File: src/rtl/muldiv_ctrl.sv
// Sequencer between the execute stage, the shared multiply/divide unit and HI/LO.
// One HI/LO-class op in flight at a time; flushed ops are drained, never written back.
module muldiv_ctrl (
  input  logic        clk,
  input  logic        reset,
  input  logic        req_valid,
  input  logic [3:0]  req_op,
  input  logic [31:0] req_a,
  input  logic [31:0] req_b,
  output logic        req_ready,
  input  logic        flush,
  output logic        unit_start,
  output logic [1:0]  unit_op,
  output logic [31:0] unit_a,
  output logic [31:0] unit_b,
  input  logic        unit_done,
  input  logic [31:0] unit_hi,
  input  logic [31:0] unit_lo,
  input  logic        rd_req,
  output logic        rd_stall,
  output logic [31:0] hi,
  output logic [31:0] lo,
  output logic        mul_valid,
  output logic [31:0] mul_result
);

  localparam logic [3:0] OP_NOP   = 4'd0;
  localparam logic [3:0] OP_MULT  = 4'd1;
  localparam logic [3:0] OP_MULTU = 4'd2;
  localparam logic [3:0] OP_DIV   = 4'd3;
  localparam logic [3:0] OP_DIVU  = 4'd4;
  localparam logic [3:0] OP_MUL   = 4'd5;
  localparam logic [3:0] OP_MADD  = 4'd6;
  localparam logic [3:0] OP_MADDU = 4'd7;
  localparam logic [3:0] OP_MSUB  = 4'd8;
  localparam logic [3:0] OP_MSUBU = 4'd9;
  localparam logic [3:0] OP_MTHI  = 4'd10;
  localparam logic [3:0] OP_MTLO  = 4'd11;

  typedef enum logic [1:0] {
    ST_IDLE  = 2'd0,
    ST_WAIT  = 2'd1,
    ST_ACC   = 2'd2,
    ST_DRAIN = 2'd3
  } state_t;

  state_t      state_r, state_next_s;
  logic [3:0]  op_r;
  logic [1:0]  unit_op_r;
  logic [31:0] unit_a_r, unit_b_r, hi_r, lo_r, mul_result_r;
  logic [63:0] prod_r, acc_sum_s;
  logic        start_r, ready_r, mul_valid_r;
  logic        accept_s, launch_s, done_ok_s, commit_s, mul_fin_s, capture_s, acc_s;
  logic        op_legal_s, is_move_s, div_zero_s, rd_stall_s;

  function automatic logic is_commit_op(input logic [3:0] op);
    return (op >= OP_MULT) && (op <= OP_DIVU);
  endfunction

  function automatic logic is_acc_op(input logic [3:0] op);
    return (op >= OP_MADD) && (op <= OP_MSUBU);
  endfunction

  function automatic logic is_sub_op(input logic [3:0] op);
    return (op == OP_MSUB) || (op == OP_MSUBU);
  endfunction

  function automatic logic [1:0] unit_op_of(input logic [3:0] op);
    case (op)
      OP_MULT, OP_MUL, OP_MADD, OP_MSUB: return 2'd0;
      OP_MULTU, OP_MADDU, OP_MSUBU:      return 2'd1;
      OP_DIV:                            return 2'd2;
      OP_DIVU:                           return 2'd3;
      default:                           return 2'd0;
    endcase
  endfunction

  // state register
  always_ff @(posedge clk) begin
    if (reset) begin
      state_r <= ST_IDLE;
    end else begin
      state_r <= state_next_s;
    end
  end

  // next-state logic; a done coinciding with flush is treated as already drained
  always_comb begin
    state_next_s = state_r;
    case (state_r)
      ST_IDLE:  state_next_s = launch_s ? ST_WAIT : ST_IDLE;
      ST_WAIT: begin
        if (flush) begin
          state_next_s = unit_done ? ST_IDLE : ST_DRAIN;
        end else if (unit_done) begin
          state_next_s = is_acc_op(op_r) ? ST_ACC : ST_IDLE;
        end else begin
          state_next_s = ST_WAIT;
        end
      end
      ST_ACC:   state_next_s = ST_IDLE;
      ST_DRAIN: state_next_s = unit_done ? ST_IDLE : ST_DRAIN;
      default:  state_next_s = ST_IDLE;
    endcase
  end

  // output/control decode
  always_comb begin
    op_legal_s = (req_op >= OP_MULT) && (req_op <= OP_MTLO);
    accept_s   = req_valid && (state_r == ST_IDLE) && !flush && op_legal_s;
    is_move_s  = (req_op == OP_MTHI) || (req_op == OP_MTLO);
    div_zero_s = ((req_op == OP_DIV) || (req_op == OP_DIVU)) && (req_b == 32'd0);
    launch_s   = accept_s && !is_move_s && !div_zero_s;
    done_ok_s  = (state_r == ST_WAIT) && unit_done && !flush;
    commit_s   = done_ok_s && is_commit_op(op_r);
    mul_fin_s  = done_ok_s && (op_r == OP_MUL);
    capture_s  = done_ok_s && is_acc_op(op_r);
    acc_s      = (state_r == ST_ACC) && !flush;
    rd_stall_s = rd_req && ((state_r == ST_WAIT) || (state_r == ST_ACC));
  end

  // 64-bit accumulate, wrapping modulo 2^64
  always_comb begin
    if (is_sub_op(op_r)) begin
      acc_sum_s = {hi_r, lo_r} - prod_r;
    end else begin
      acc_sum_s = {hi_r, lo_r} + prod_r;
    end
  end

  // datapath and registered outputs
  always_ff @(posedge clk) begin
    if (reset) begin
      op_r         <= OP_NOP;
      unit_op_r    <= 2'd0;
      unit_a_r     <= 32'd0;
      unit_b_r     <= 32'd0;
      start_r      <= 1'b0;
      ready_r      <= 1'b1;
      hi_r         <= 32'd0;
      lo_r         <= 32'd0;
      prod_r       <= 64'd0;
      mul_valid_r  <= 1'b0;
      mul_result_r <= 32'd0;
    end else begin
      ready_r     <= (state_next_s == ST_IDLE);
      start_r     <= launch_s;
      mul_valid_r <= mul_fin_s;
      if (launch_s) begin
        op_r      <= req_op;
        unit_op_r <= unit_op_of(req_op);
        unit_a_r  <= req_a;
        unit_b_r  <= req_b;
      end
      if (commit_s) begin
        {hi_r, lo_r} <= {unit_hi, unit_lo};
      end else if (acc_s) begin
        {hi_r, lo_r} <= acc_sum_s;
      end else if (accept_s) begin
        if (req_op == OP_MTHI) hi_r <= req_a;
        if (req_op == OP_MTLO) lo_r <= req_a;
      end
      if (capture_s) prod_r <= {unit_hi, unit_lo};
      if (mul_fin_s) mul_result_r <= unit_lo;
    end
  end

  assign req_ready  = ready_r;
  assign unit_start = start_r;
  assign unit_op    = unit_op_r;
  assign unit_a     = unit_a_r;
  assign unit_b     = unit_b_r;
  assign rd_stall   = rd_stall_s;
  assign hi         = hi_r;
  assign lo         = lo_r;
  assign mul_valid  = mul_valid_r;
  assign mul_result = mul_result_r;

endmodule

File: config.mk
export PLATFORM = sky130hd
export DESIGN_NAME = muldiv_ctrl
export DESIGN_NICKNAME = d
export VERILOG_FILES = /design/src/rtl/muldiv_ctrl.sv
export SDC_FILE = /design/constraint.sdc
export NUM_CORES = 1
export LEC_CHECK = 0
export ABC_AREA = 1
export BUFFER_PORTS_ARGS = -buffer_cell sky130_fd_sc_hd__buf_2
export CORE_MARGIN = 8
export CORE_UTILIZATION = 62
export DETAILED_ROUTE_END_ITERATION = 10
export PLACE_DENSITY_LB_ADDON = 0.05
export SYNTH_ARGS = -nofsm -noshare
export SYNTH_HDL_FRONTEND = slang
export SYNTH_SLANG_ARGS = --single-unit
export TNS_END_PERCENT = 1
File: constraint.sdc
create_clock -name clk -period 7.37 [get_ports clk]
set_input_delay 1.8425 -clock clk [delete_from_list [all_inputs] [get_ports clk]]
set_output_delay 1.8425 -clock clk [all_outputs]
set_load 0.05 [all_outputs]
==> metrics.md <==
| Metric | Value |
|---|---|
| GRT Total Usage | 39.09% |
| Min Tclk post-route | just under 5 ns |
| CP Cell Sequence | inv_2 -> nor2_2 -> inv_2 -> nor2_8 -> inv_2 -> nand2_1 -> o21a_2 -> nand2_1 -> nor2_2 -> nand2_1 -> a21oi_1 -> xor2_1 -> ha_1 -> a21oi_1 -> o21ai_0 -> a21oi_1 -> nand2_1 -> a21oi_1 -> nand2_1 -> nand2_1 -> nand3_1 -> nand2_1 -> nand2_1 -> a21oi_1 |
| Grt ovf | 0 |
| Highest Clock Rate | approximately 210 MHz |
| Netlist Area Pre-Place | roughly 0.017 mm² |
| Status | complete, no violations |
| RSZ-0062 raised after global routing | false |
| Chip width | approximately 180 µm |
| Worst Path Required | slightly below 8 ns |
| Period utilization | 65.25% |
| First-pass GRT wire length | about 100000 µm |
| Post-synth EDFFs | 0 |
| Floorplan core area | 0.02688 mm² |
| H-tree depth | 1 |
| Max_slew headroom | 25.38% |
| Met3 Routed Length | 9949 µm |
| Pwr/cell area | 212.1 mW/mm² |
| Syn nets | 3096 |
| Root Driver | clkbuf_16 |
| Hold Fails Final Rpt | 0 |
| Worst setup EP type | flip-flop |
| Max-Cap Viols | 0 |
| RePlAce Congestion | 1.059 |
| WL met2 | approximately 28000 µm |
| Fill count | 2388 |
| Dominant cell type by area after synthesis | dfxtp_1 |
| Largest net degree at the start of global routing | 131 |
| Distinct cell type count after synthesis | between 40 and 50 |
| Post-DP HPWL | ~54000 µm |
| Vias | 20370 |
| Slew Limit Fails | 0 |
| Hold slack | roughly 0.48 ns |
| Starting density of the core | between 60% and 70% |
| Port Buf Inserts | 303 |
| Clock transition at path regs | ~0.060 ns |
| Total clock sinks | 235 |
| Yosys Warn Count | 0 |
| Pre-CTS setup slack | 2.586 ns |
| Actual slew at the worst max-slew pin | 1.119 ns |
| Seq cells post-synth | 235 |
| Post-route insts no fill | 3478 |
| Crit-path slowest cell | xor2_1 |
| Detailed-routing wirelength on met1 | roughly 27000 µm |
| Final WS setup | 2.561 ns |
| Remaining DRCs | 0 |
| CP Max Fanout | 42 |
| Routed len/inst | 19.50 µm |
| Num CTS Buffers | 25 |
| CP Class | reg -> reg |
| Top layer in use | met5 |
| Design area | 0.01930 mm² |
| Setup TNS | 0 ns |
| Area contributors post-synth | dfxtp_1, nand2_1, nor2_1 |
| Final wirelength | 67810 µm |
| Hold_buf cts | 0 |
| Setup Buffers After CTS | 0 |
| Vias/cell | 5.857 |
| Max Clock Skew | 0.01839 ns |
| Antenna-violating nets left | 0 |
| Cell count after synthesis | 2884 |
| Post-synthesis sequential area ratio | 27.84% |
| Post-cts gate resize count | 0 |
| Share of the synthesized area in the top cell type | 27.84% |
| Crit path buf inv count | 3 |
| Post-Place Cells | ~3400 |
| Detailed router's first-iteration violation count | 2913 |
| Vias in the first global route | 18460 |
| TritonCTS clock tree | done |
| Post-DP Area | 0.01850 mm² |
| Utilization after layout | slightly above 70% |
| Drt first pass iters | 8 |
| Synthesized area per cell | 5.860 µm² |
| Share of layout cells above drive strength 1 | a little over an eighth |
| Tightest Hold Check Type | reg -> reg |
| CP peak stage delay | approximately 0.43 ns |
| Initial antenna violation count | 1 |
| Setup violation total in the final timing report | 0 |
| Startpoint Class | flip-flop |
| Final Total Pwr | 4.093 mW |
| Ys async rst share | 0% |
| Worst skew pair latency | 0.56 ns |
| Die Ht | between 150 and 200 µm |
| Cell family with most CP delay | simple AND/OR/NAND/NOR gates |
| Crit path top cell by count | nand2_1 |
| Pleak | 10.44 nW |
| Top Ports | 304 |
| Arrival @ worst endpoint | 5.28 ns |
| Clock Path Buffers | 3 |
| Final Net Count | 3336 |
| Peak supply drop | 206.3 µV |
| Die area | 0.03280 mm² |
| Area grow syn2layout | 14.21% |
| Synth Flop Type | dfxtp_1 |
| Rows | 60 |
| Ant diodes | 0 |
per-layer routing:
| layer | vias to the layer above | track usage, % |
|---|---|---|
| met2 | 1437 | 57.99 |
| met3 | 181 | 10.29 |
| met1 | 9208 | 52.73 |
| li1 | 9544 | - |
| met5 | - | 0 |
| met4 | 2 | 16.66 |
report_power, final:
| group | leakage [nW] | switching (mW) | internal [mW] |
|---|---|---|---|
| clock | 0.401 | 0.544 | 0.739 |
| combinational | 8.14 | 1.08 | 0.407 |
| sequential | 1.90 | 0.0193 | 1.30 |
synthesized netlist by cell type (all sizes together) (6+ instances only):
library cell,count
nand4,26
ha,73
nor4,17
a21oi,199
xnor2,25
dfxtp,235
or2,28
nor2,535
buf,33
nand2,785
o21ai,271
clkbuf,63
nor3,17
nand3,111
inv,378
nand3b,15
xor2,43
o21bai,6
tightest hold or removal path, delay by kind of cell (launching register included):
| kind | cells | cell delay (ns) |
|---|---|---|
| flops | 1 | 0.32 |
| simple gates | 2 | 0.12 |
cell type report:
type,count,area [µm²],share of cell area [%]
flip-flops and latches,235,4705,24.37
multi-input cells,2172,10370,53.73
clock buffers,33,705.7,3.656
inverters,381,1433,7.423
well taps,341,426.7,2.211
clock inverters,7,100.1,0.5186
repair buffers,309,1562,8.090
final timing paths:
check | startpoint | endpoint | slack, ns | cells after the start
max | op_r[3] | hi[26] | 2.56 | 24
min | unit_b[14] | unit_b[14] | 0.48 | 2
max reg2reg | op_r[3] | hi[26] | 2.56 | 24
min reg2reg | unit_b[14] | unit_b[14] | 0.48 | 2
logic make-up after synthesis:
family          after synthesis  share of synthesized area [%]
compound gates              488                          14.95
xor+xnor                     68                          3.524
fa+ha+maj                    74                          5.523
buf+inv                     477                          10.89
flops                       235                          27.84
simple gates               1542                          37.28
flip-flops by register name (all words and copies together), names as in the netlist:
register    cells
hi             32
unit_start      1
prod_r         64
unit_a         32
mul_result     32
unit_b         32
lo             32
mul_valid       1
state_r         2
unit_op         2
op_r            4
req_ready       1
cell usage in the layout, fill, tap and decap left out, types with 5 or more instances in the layout:
| master | n |
|---|---|
| a21oi_1 | 196 |
| buf_2 | 303 |
| buf_4 | 6 |
| clkbuf_16 | 25 |
| clkbuf_8 | 5 |
| dfxtp_1 | 235 |
| ha_1 | 73 |
| inv_1 | 363 |
| inv_2 | 14 |
| nand2_1 | 775 |
| nand2_2 | 8 |
| nand3_1 | 109 |
| nand3b_1 | 15 |
| nand4_1 | 26 |
| nor2_1 | 524 |
| nor2_2 | 7 |
| nor3_1 | 15 |
| nor4_1 | 17 |
| o21ai_0 | 196 |
| o21ai_1 | 72 |
| o21bai_1 | 6 |
| or2_1 | 8 |
| or2_2 | 20 |
| xnor2_1 | 25 |
| xor2_1 | 43 |
Power figures use the tool's default switching activity.
